`config.mk`:
```
export PLATFORM = sky130hd
export DESIGN_NAME = muldiv
export DESIGN_NICKNAME = d
export VERILOG_FILES = /design/src/rtl/muldiv.sv
export SDC_FILE = /design/constraint.sdc
export NUM_CORES = 1
export LEC_CHECK = 0
export BUFFER_PORTS_ARGS = -buffer_cell sky130_fd_sc_hd__buf_2
export CAP_MARGIN = 5
export CORE_MARGIN = 5
export CORE_UTILIZATION = 60
export DETAILED_ROUTE_END_ITERATION = 16
export PLACE_DENSITY = 0.8
export SLEW_MARGIN = 20
export SYNTH_ARGS = -nofsm -noshare
export SYNTH_HDL_FRONTEND = slang
export SYNTH_SLANG_ARGS = --single-unit
```
`constraint.sdc`:
```
create_clock -name clk -period 4.6 [get_ports clk]
set_input_delay 1.15 -clock clk [delete_from_list [all_inputs] [get_ports clk]]
set_output_delay 1.15 -clock clk [all_outputs]
set_load 0.05 [all_outputs]
```
`src/rtl/muldiv.sv`:
```
// muldiv: iterative MULT/MULTU/DIV/DIVU unit owning HI/LO, start/busy handshake.
// Define MULDIV_FAST_MUL_EN for a single-cycle multiply path.
module muldiv (
  input  logic        clk,
  input  logic        rst_n,
  input  logic        start,
  input  logic [2:0]  op,
  input  logic [31:0] num1,
  input  logic [31:0] num2,
  output logic        busy,
  output logic        done,
  output logic        div_zero,
  output logic        op_invalid,
  output logic [31:0] hi,
  output logic [31:0] lo
);

  typedef enum logic [1:0] {
    IDLE,
    RUN,
    FINISH
  } state_t;

  state_t      state;
  logic [4:0]  cnt;
  logic [31:0] a;
  logic [31:0] b;
  logic [63:0] acc;
  logic        is_div;
  logic        res_neg;
  logic        rem_neg;
  logic        dz;

  logic        sgn;
  logic        op_md;
  logic        op_mthi;
  logic        op_mtlo;
  logic        op_bad;
  logic [31:0] abs1;
  logic [31:0] abs2;

  always_comb begin
    sgn     = (op == 3'd0) || (op == 3'd2);
    op_md   = (op[2] == 1'b0);
    op_mthi = (op == 3'd4);
    op_mtlo = (op == 3'd5);
    op_bad  = (op[2:1] == 2'b11);
    abs1    = (sgn && num1[31]) ? -num1 : num1;
    abs2    = (sgn && num2[31]) ? -num2 : num2;
  end

  logic [32:0] mul_sum;
  logic [32:0] div_sh;
  logic        div_ge;
  logic [31:0] div_sub;
  logic [63:0] step_acc;

  // acc holds {partial product, multiplier} or {remainder, quotient}
  always_comb begin
    mul_sum = {1'b0, acc[63:32]} + (acc[0] ? {1'b0, a} : 33'd0);
    div_sh  = {acc[63:32], acc[31]};
    div_ge  = (div_sh >= {1'b0, b});
    div_sub = div_sh[31:0] - b;
    if (is_div)
      step_acc = {div_ge ? div_sub : div_sh[31:0], acc[30:0], div_ge};
    else
      step_acc = {mul_sum, acc[31:1]};
  end

  logic [63:0] raw_prod;
  logic [63:0] p_fix;
  logic [31:0] q_fix;
  logic [31:0] r_fix;

  always_comb begin
`ifdef MULDIV_FAST_MUL_EN
    raw_prod = {32'd0, a} * {32'd0, b};
`else
    raw_prod = acc;
`endif
    p_fix = res_neg ? -raw_prod : raw_prod;
    q_fix = res_neg ? -acc[31:0] : acc[31:0];
    r_fix = rem_neg ? -acc[63:32] : acc[63:32];
  end

  always_ff @(posedge clk or negedge rst_n) begin
    if (!rst_n) begin
      state      <= IDLE;
      cnt        <= 5'd0;
      a          <= 32'd0;
      b          <= 32'd0;
      acc        <= 64'd0;
      is_div     <= 1'b0;
      res_neg    <= 1'b0;
      rem_neg    <= 1'b0;
      dz         <= 1'b0;
      busy       <= 1'b0;
      done       <= 1'b0;
      div_zero   <= 1'b0;
      op_invalid <= 1'b0;
      hi         <= 32'd0;
      lo         <= 32'd0;
    end else begin
      done       <= 1'b0;
      div_zero   <= 1'b0;
      op_invalid <= 1'b0;
      unique case (state)
        IDLE: begin
          if (start) begin
            unique case (1'b1)
              op_md: begin
                a       <= abs1;
                b       <= abs2;
                acc     <= {32'd0, op[1] ? abs1 : abs2};
                is_div  <= op[1];
                res_neg <= sgn & (num1[31] ^ num2[31]);
                rem_neg <= sgn & num1[31];
                dz      <= (num2 == 32'd0);
                cnt     <= 5'd31;
                busy    <= 1'b1;
`ifdef MULDIV_FAST_MUL_EN
                state   <= op[1] ? RUN : FINISH;
`else
                state   <= RUN;
`endif
              end
              op_mthi: hi <= num1;
              op_mtlo: lo <= num1;
              op_bad:  op_invalid <= 1'b1;
            endcase
          end
        end
        RUN: begin
          acc <= step_acc;
          cnt <= cnt - 5'd1;
          if (cnt == 5'd0)
            state <= FINISH;
        end
        FINISH: begin
          busy  <= 1'b0;
          done  <= 1'b1;
          state <= IDLE;
          if (is_div) begin
            if (dz) begin
              div_zero <= 1'b1;
            end else begin
              hi <= r_fix;
              lo <= q_fix;
            end
          end else begin
            hi <= p_fix[63:32];
            lo <= p_fix[31:0];
          end
        end
        default: state <= IDLE;
      endcase
    end
  end

endmodule

```
; ---- After elaboration in Yosys (flattened, before gate mapping)
; Cells that the tools add are included.
[word_totals]
regBits = 207
in_bits = 70
output_inout_bits = 68
[op_classes]
addsub = 8
order_cmp = 1
n_eq_ne = 12
muxes = 39
bitwise_logic = 4
reduce_logical = 15
[op_table]
columns = op, n
row1 = $mux W32, 15
row2 = $mux W64, 4
row3 = $neg A32 Y32, 4
row4 = $pmux W32 S2, 2
row5 = $pmux W64 S2, 1
row6 = $neg A64 Y64, 1
row7 = $add A32 B32 Y33, 1
row8 = $ge A33 B32 Y1, 1
row9 = $logic_not A32 Y1, 1
row10 = $sub A32 B32 Y32, 1
row11 = $reduce_and A3 Y1, 4
row12 = $mux W5, 2
row13 = $ne A2 B2 Y1 const B, 5
row14 = $pmux W5 S2, 1
row15 = $mux W1, 9
row16 = $reduce_and A4 Y1, 2
row17 = $eq A3 B3 Y1 const B, 2
row18 = $mux W2, 3
row19 = $logic_not A5 Y1, 1
row20 = $sub A5 B1 Y5 const B, 1
row21 = $eq A2 B2 Y1 const B, 2
row22 = $pmux W2 S2, 1
row23 = $reduce_bool A2 Y1, 2
row24 = $eq A3 B2 Y1 const B, 1
row25 = other kinds (10), 12

; ---- Longest topological paths before layout
[logic_depth]
word_depth = 8
depth_mapped = 14
ltp_nobuf = 13

; ---- Worst setup path after synthesis
; Ideal clock, no wire load.
[synth_path]
path_kind = input -> register
start = input port num2[9]
end = register acc[22]
setup_ns = 0.139
arrival_ns = 3.339
path_slack_ns = 1.121
path_stages = 9
n_path_buf = 0
cell_sequence = nor4_1 or4b_2 nor3_1 nand2_1 o21ai_0 xor2_1 nor3_1 a31oi_1 a22oi_1
[synth_between]
elab_chain_len = 6
[synth_rtl]
columns = element, line_no
row1 = from (decl), 9  ; input logic [31:0] num2,
row2 = $neg A32 Y32, 49  ; abs2 = (sgn && num2[31]) ? -num2 : num2;
row3 = $mux W32, 49
row4 = $mux W32, 114  ; acc <= {32'd0, op[1] ? abs1 : abs2};
row5 = $mux W64, 110  ; unique case (1'b1)
row6 = $mux W64, 109  ; if (start) begin
row7 = $pmux W64 S2, 107  ; unique case (state)
row8 = to (signal assigned), 114
row9 = to (signal assigned), 134  ; acc <= step_acc;
row10 = to (decl), 28  ; logic [63:0] acc;
; No other way between the ends. The select of a mux whose other input is x is not followed.
; A chain may end at the register's enable or synchronous reset.

; ---- Final worst setup path
[layout_path]
start = register acc[0]
end = register acc[61]
[layout_between]
elab_chain_len = 4
[layout_rtl]
columns = element, line_no
row1 = $mux W32, 60  ; mul_sum = {1'b0, acc[63:32]} + (acc[0] ? {1'b0, a} : 33'd0);
row2 = $add A32 B32 Y33, 60
row3 = $mux W64, 64  ; if (is_div)
row4 = $pmux W64 S2, 107
; No other way between the ends.

==> impl_metrics.py <==
metrics = {
    "synth": {
        "synth_area_um2": 16000,
        "ys_ff_latch": 207,
        "yosysWarnings": 0,
        "synth_cell_types": 79,
        "ys_seq_area_frac": 0.323,
        "synthFlopType": "dfrtp_1",
        "async_flop_share": 1.00,
        "synth.net_count": 2113,
        "yosysTopAreaCell": "dfrtp_1",
        "synth_top_area_frac": 0.323,
        "synth_edf_count": 0,
        "synthTopCellsByArea": "dfrtp_1 32%, o21ai_0 6.2%, nand2_1 5.8%",
        "avgSynthCellArea_um2": 8.13,
        "synthesis.instances": 1971,
    },
    "route": {
        "vias": 16300,
        "viasPerCell": 6.75,
        "dr.pass1.iters": 6,
        "drc": 0,
        "totalWireLength_um": 57600,
        "antenna_left": 0,
        "drt_iter0_drc": 2214,
        "wl_per_cell_um": 23.9,
    },
    "critical_path": {
        "reg2reg_depth": 14,
        "r2r_end": "acc[61]$_DFFE_PN0P_",
        "crit_chain": "and2_1, ha_1, inv_1, fa_1, nand2b_1, a21oi_1, buf_4, o21ai_0, o311ai_0, a41oi_1, o221ai_1, xnor2_1, nand2_1, a32o_1",
        "timing.rr.start": "acc[0]$_DFFE_PN0P_",
        "max_stage_delay_ns": 0.63,
        "criticalPathCategory": "reg -> reg",
        "worstPathMaxFanout": 13,
        "critPathLaunchType": "flop",
        "arrival_ns": 4.34,
        "end_kind": "flop",
        "cp.required_ns": 5.02,
        "slowest_stage": "o311ai_0",
        "r2r_setup_slack_ns": 0.68,
    },
    "run": {
        "maxCapViolCount": 0,
    },
    "timing": {
        "finalCritPeriodShare": 0.853,
        "hold_viol_final": 0,
        "setup_viol": 0,
        "tns_ns": 0,
        "rsz0062_at_grt": "no",
        "fmax_mhz": 255,
        "slew_violations": 0,
        "finalClockSkew_ns": 0.0111,
        "fin_crit_ns": 3.92,
        "slew_headroom": 0.226,
        "tightestPinTransition_ns": 1.16,
    },
    "floorplan": {
        "rows": 59,
        "die_x_um": 173,
        "num_io_pins": 138,
        "core_um2": 26200,
        "die_h_um": 173,
        "dieArea_um2": 30100,
        "initial_core_util": 0.611,
    },
    "run_status": {
        "status": "finished, final reports clean",
    },
    "cells_and_area": {
        "final_util": 0.685,
        "nNetsFinal": 2197,
        "drive_gt1_frac": 0.130,
        "fin_area_um2": 18000,
        "n_fill_cell": 2193,
        "area_delta_synth_final_pct": 12.1,
    },
    "hold_path": {
        "hp-class": "reg -> reg",
        "hold-path-cell-count": 2,
        "hold_path_end": "a[31]$_DFFE_PN0P_",
        "min_from": "a[31]$_DFFE_PN0P_",
    },
    "place": {
        "dpl_cell_area_um2": 17100,
        "portBuffers": 137,
        "gp_congestion": 1.03,
        "dp_hpwl_um": 43300,
    },
    "power": {
        "power_leakage_uw": 0.00799,
        "p_total_uw": 15800,
        "powerDensity_nw_per_um2": 881,
        "peakVddDrop_mv": 0.515,
    },
    "grt": {
        "antenna_found_initial": 0,
        "grt-ovfl-total": 0,
        "grt_pass1_vias": 15000,
        "track_usage": 0.364,
        "grt_max_degree": 110,
        "grt_pass1_wl_um": 87300,
    },
    "cts": {
        "cts_setup_buffers": 0,
        "clockRootBuffer": "clkbuf_16",
        "hold_buffers": 0,
        "cts_buffers": 24,
        "clock_path_buffers": 3,
        "cts_sinks": 207,
        "clk_latency_ns": 0.54,
        "ctsResizeCount": 0,
        "clk_pin_slew_ns": 0.06,
        "tritoncts": "done",
        "ctsHtreeMaxLevel": 1,
    },
}
[worst max-delay path by stage]
stage	cells after the start	slack, ns	end	start
floorplan	9	1.12	acc[22]$_DFFE_PN0P_	num2[9]
global placement	9	0.75	acc[25]$_DFFE_PN0P_	num1[5]
detailed placement	9	0.70	acc[25]$_DFFE_PN0P_	num1[11]
CTS	14	0.71	acc[61]$_DFFE_PN0P_	acc[0]$_DFFE_PN0P_
global route	14	0.45	acc[61]$_DFFE_PN0P_	acc[0]$_DFFE_PN0P_
finish	14	0.68	acc[61]$_DFFE_PN0P_	acc[0]$_DFFE_PN0P_
[sequential cells by signal (all words and copies together) (netlist names)]
name        flops
state           2
rem_neg         1
done            1
div_zero        1
cnt             5
res_neg         1
acc            64
busy            1
is_div          1
lo             32
a              32
b              32
hi             32
op_invalid      1
dz              1
[final cells by class]
cell class                      count  area [µm²]  share of cell area
Clock inverter                     10         183              0.0102
Multi-Input combinational cell   1573       10200               0.565
Timing Repair Buffer              182        1050              0.0582
Inverter                           67         251              0.0140
Sequential cell                   207        5180               0.289
Antenna cell                        2        5.00            0.000279
Clock buffer                       34         719              0.0401
Tap cell                          335         419              0.0233
[report_power, final]
part           total [µW]  internal, µW  switching (µW)  leakage [µW]
clock network        2210          1370             840      0.000434
logic                9830          3680            6150       0.00504
registers            3780          2690            1100       0.00252
total               15800          7730            8090       0.00799
[synthesized netlist by cell type (all sizes together), types with 10 or more instances]
cell,number
a211oi,50
a21o,31
a21oi,140
a221oi,10
a22oi,13
a31oi,33
and2,44
and3,16
buf,14
clkbuf,110
dfrtp,207
ha,70
inv,67
mux2,10
mux2i,52
nand2,248
nand2b,18
nand3,37
nand4,11
nor2,134
nor2b,11
nor3,34
nor4,20
o211ai,18
o21a,17
o21ai,200
o221ai,10
o31ai,41
o41ai,15
or2,10
or3,11
or4,11
xnor2,89
xor2,83
[layout by cell type, fill, tap and decap left out, types with 25 or more instances in the layout]
cell and n:
a211oi_1 50, a21o_1 31, a21oi_1 140, a31oi_1 33
and2_1 42, buf_2 136, buf_4 44, clkbuf_16 25
dfrtp_1 206, ha_1 70, inv_1 67, mux2i_1 52
nand2_1 248, nand3_1 37, nor2_1 134, nor3_1 33
o21ai_0 197, o31ai_1 38, xnor2_1 89, xor2_1 83
[critical path, delay by kind of cell (launching register included)]
| family | cells | cell delay, ns |
|---|---|---|
| xor+xnor | 1 | 0.15 |
| simple gates | 3 | 0.47 |
| flops | 1 | 0.58 |
| buf+inv | 2 | 0.23 |
| fa+ha+maj | 2 | 0.56 |
| compound gates | 6 | 1.83 |
[per-stage QoR]
step	hold slack, ns	setup slack, ns	instances
3_3_place_gp	0.456	0.747	2364
5_1_grt	0.487	0.450	2408
3_5_place_dp	0.458	0.698	2364
6_report	0.473	0.677	2410
2_1_floorplan	0.438	1.12	1971
4_1_cts	0.473	0.706	2408
[kinds of logic (layout without fill, tap and decap cells)]
| kind of cell | after synthesis | count (layout) | share of synthesized area |
|---|---|---|---|
| muxes | 62 | 62 | 0.0395 |
| adders and majority gates | 72 | 72 | 0.0572 |
| other | 0 | 2 | 0 |
| DFF | 207 | 207 | 0.323 |
| xor gates and xnor gates | 172 | 172 | 0.0940 |
| AOI/OAI and AO/OA | 637 | 637 | 0.250 |
| buffers and inverters | 191 | 293 | 0.0456 |
| and+or+nand+nor | 630 | 630 | 0.190 |
[routing by layer]
| metal | track usage | vias up | wire length [µm] |
|---|---|---|---|
| met2 | 0.567 | 1025 | 25200 |
| met1 | 0.495 | 7729 | 23100 |
| met4 | 0.162 | 0 | 3400 |
| met3 | 0.0718 | 218 | 5920 |
| li1 | - | 7296 | - |
| met5 | 0 | - | 0 |
Note: power is estimated with default switching activity, not from simulation.
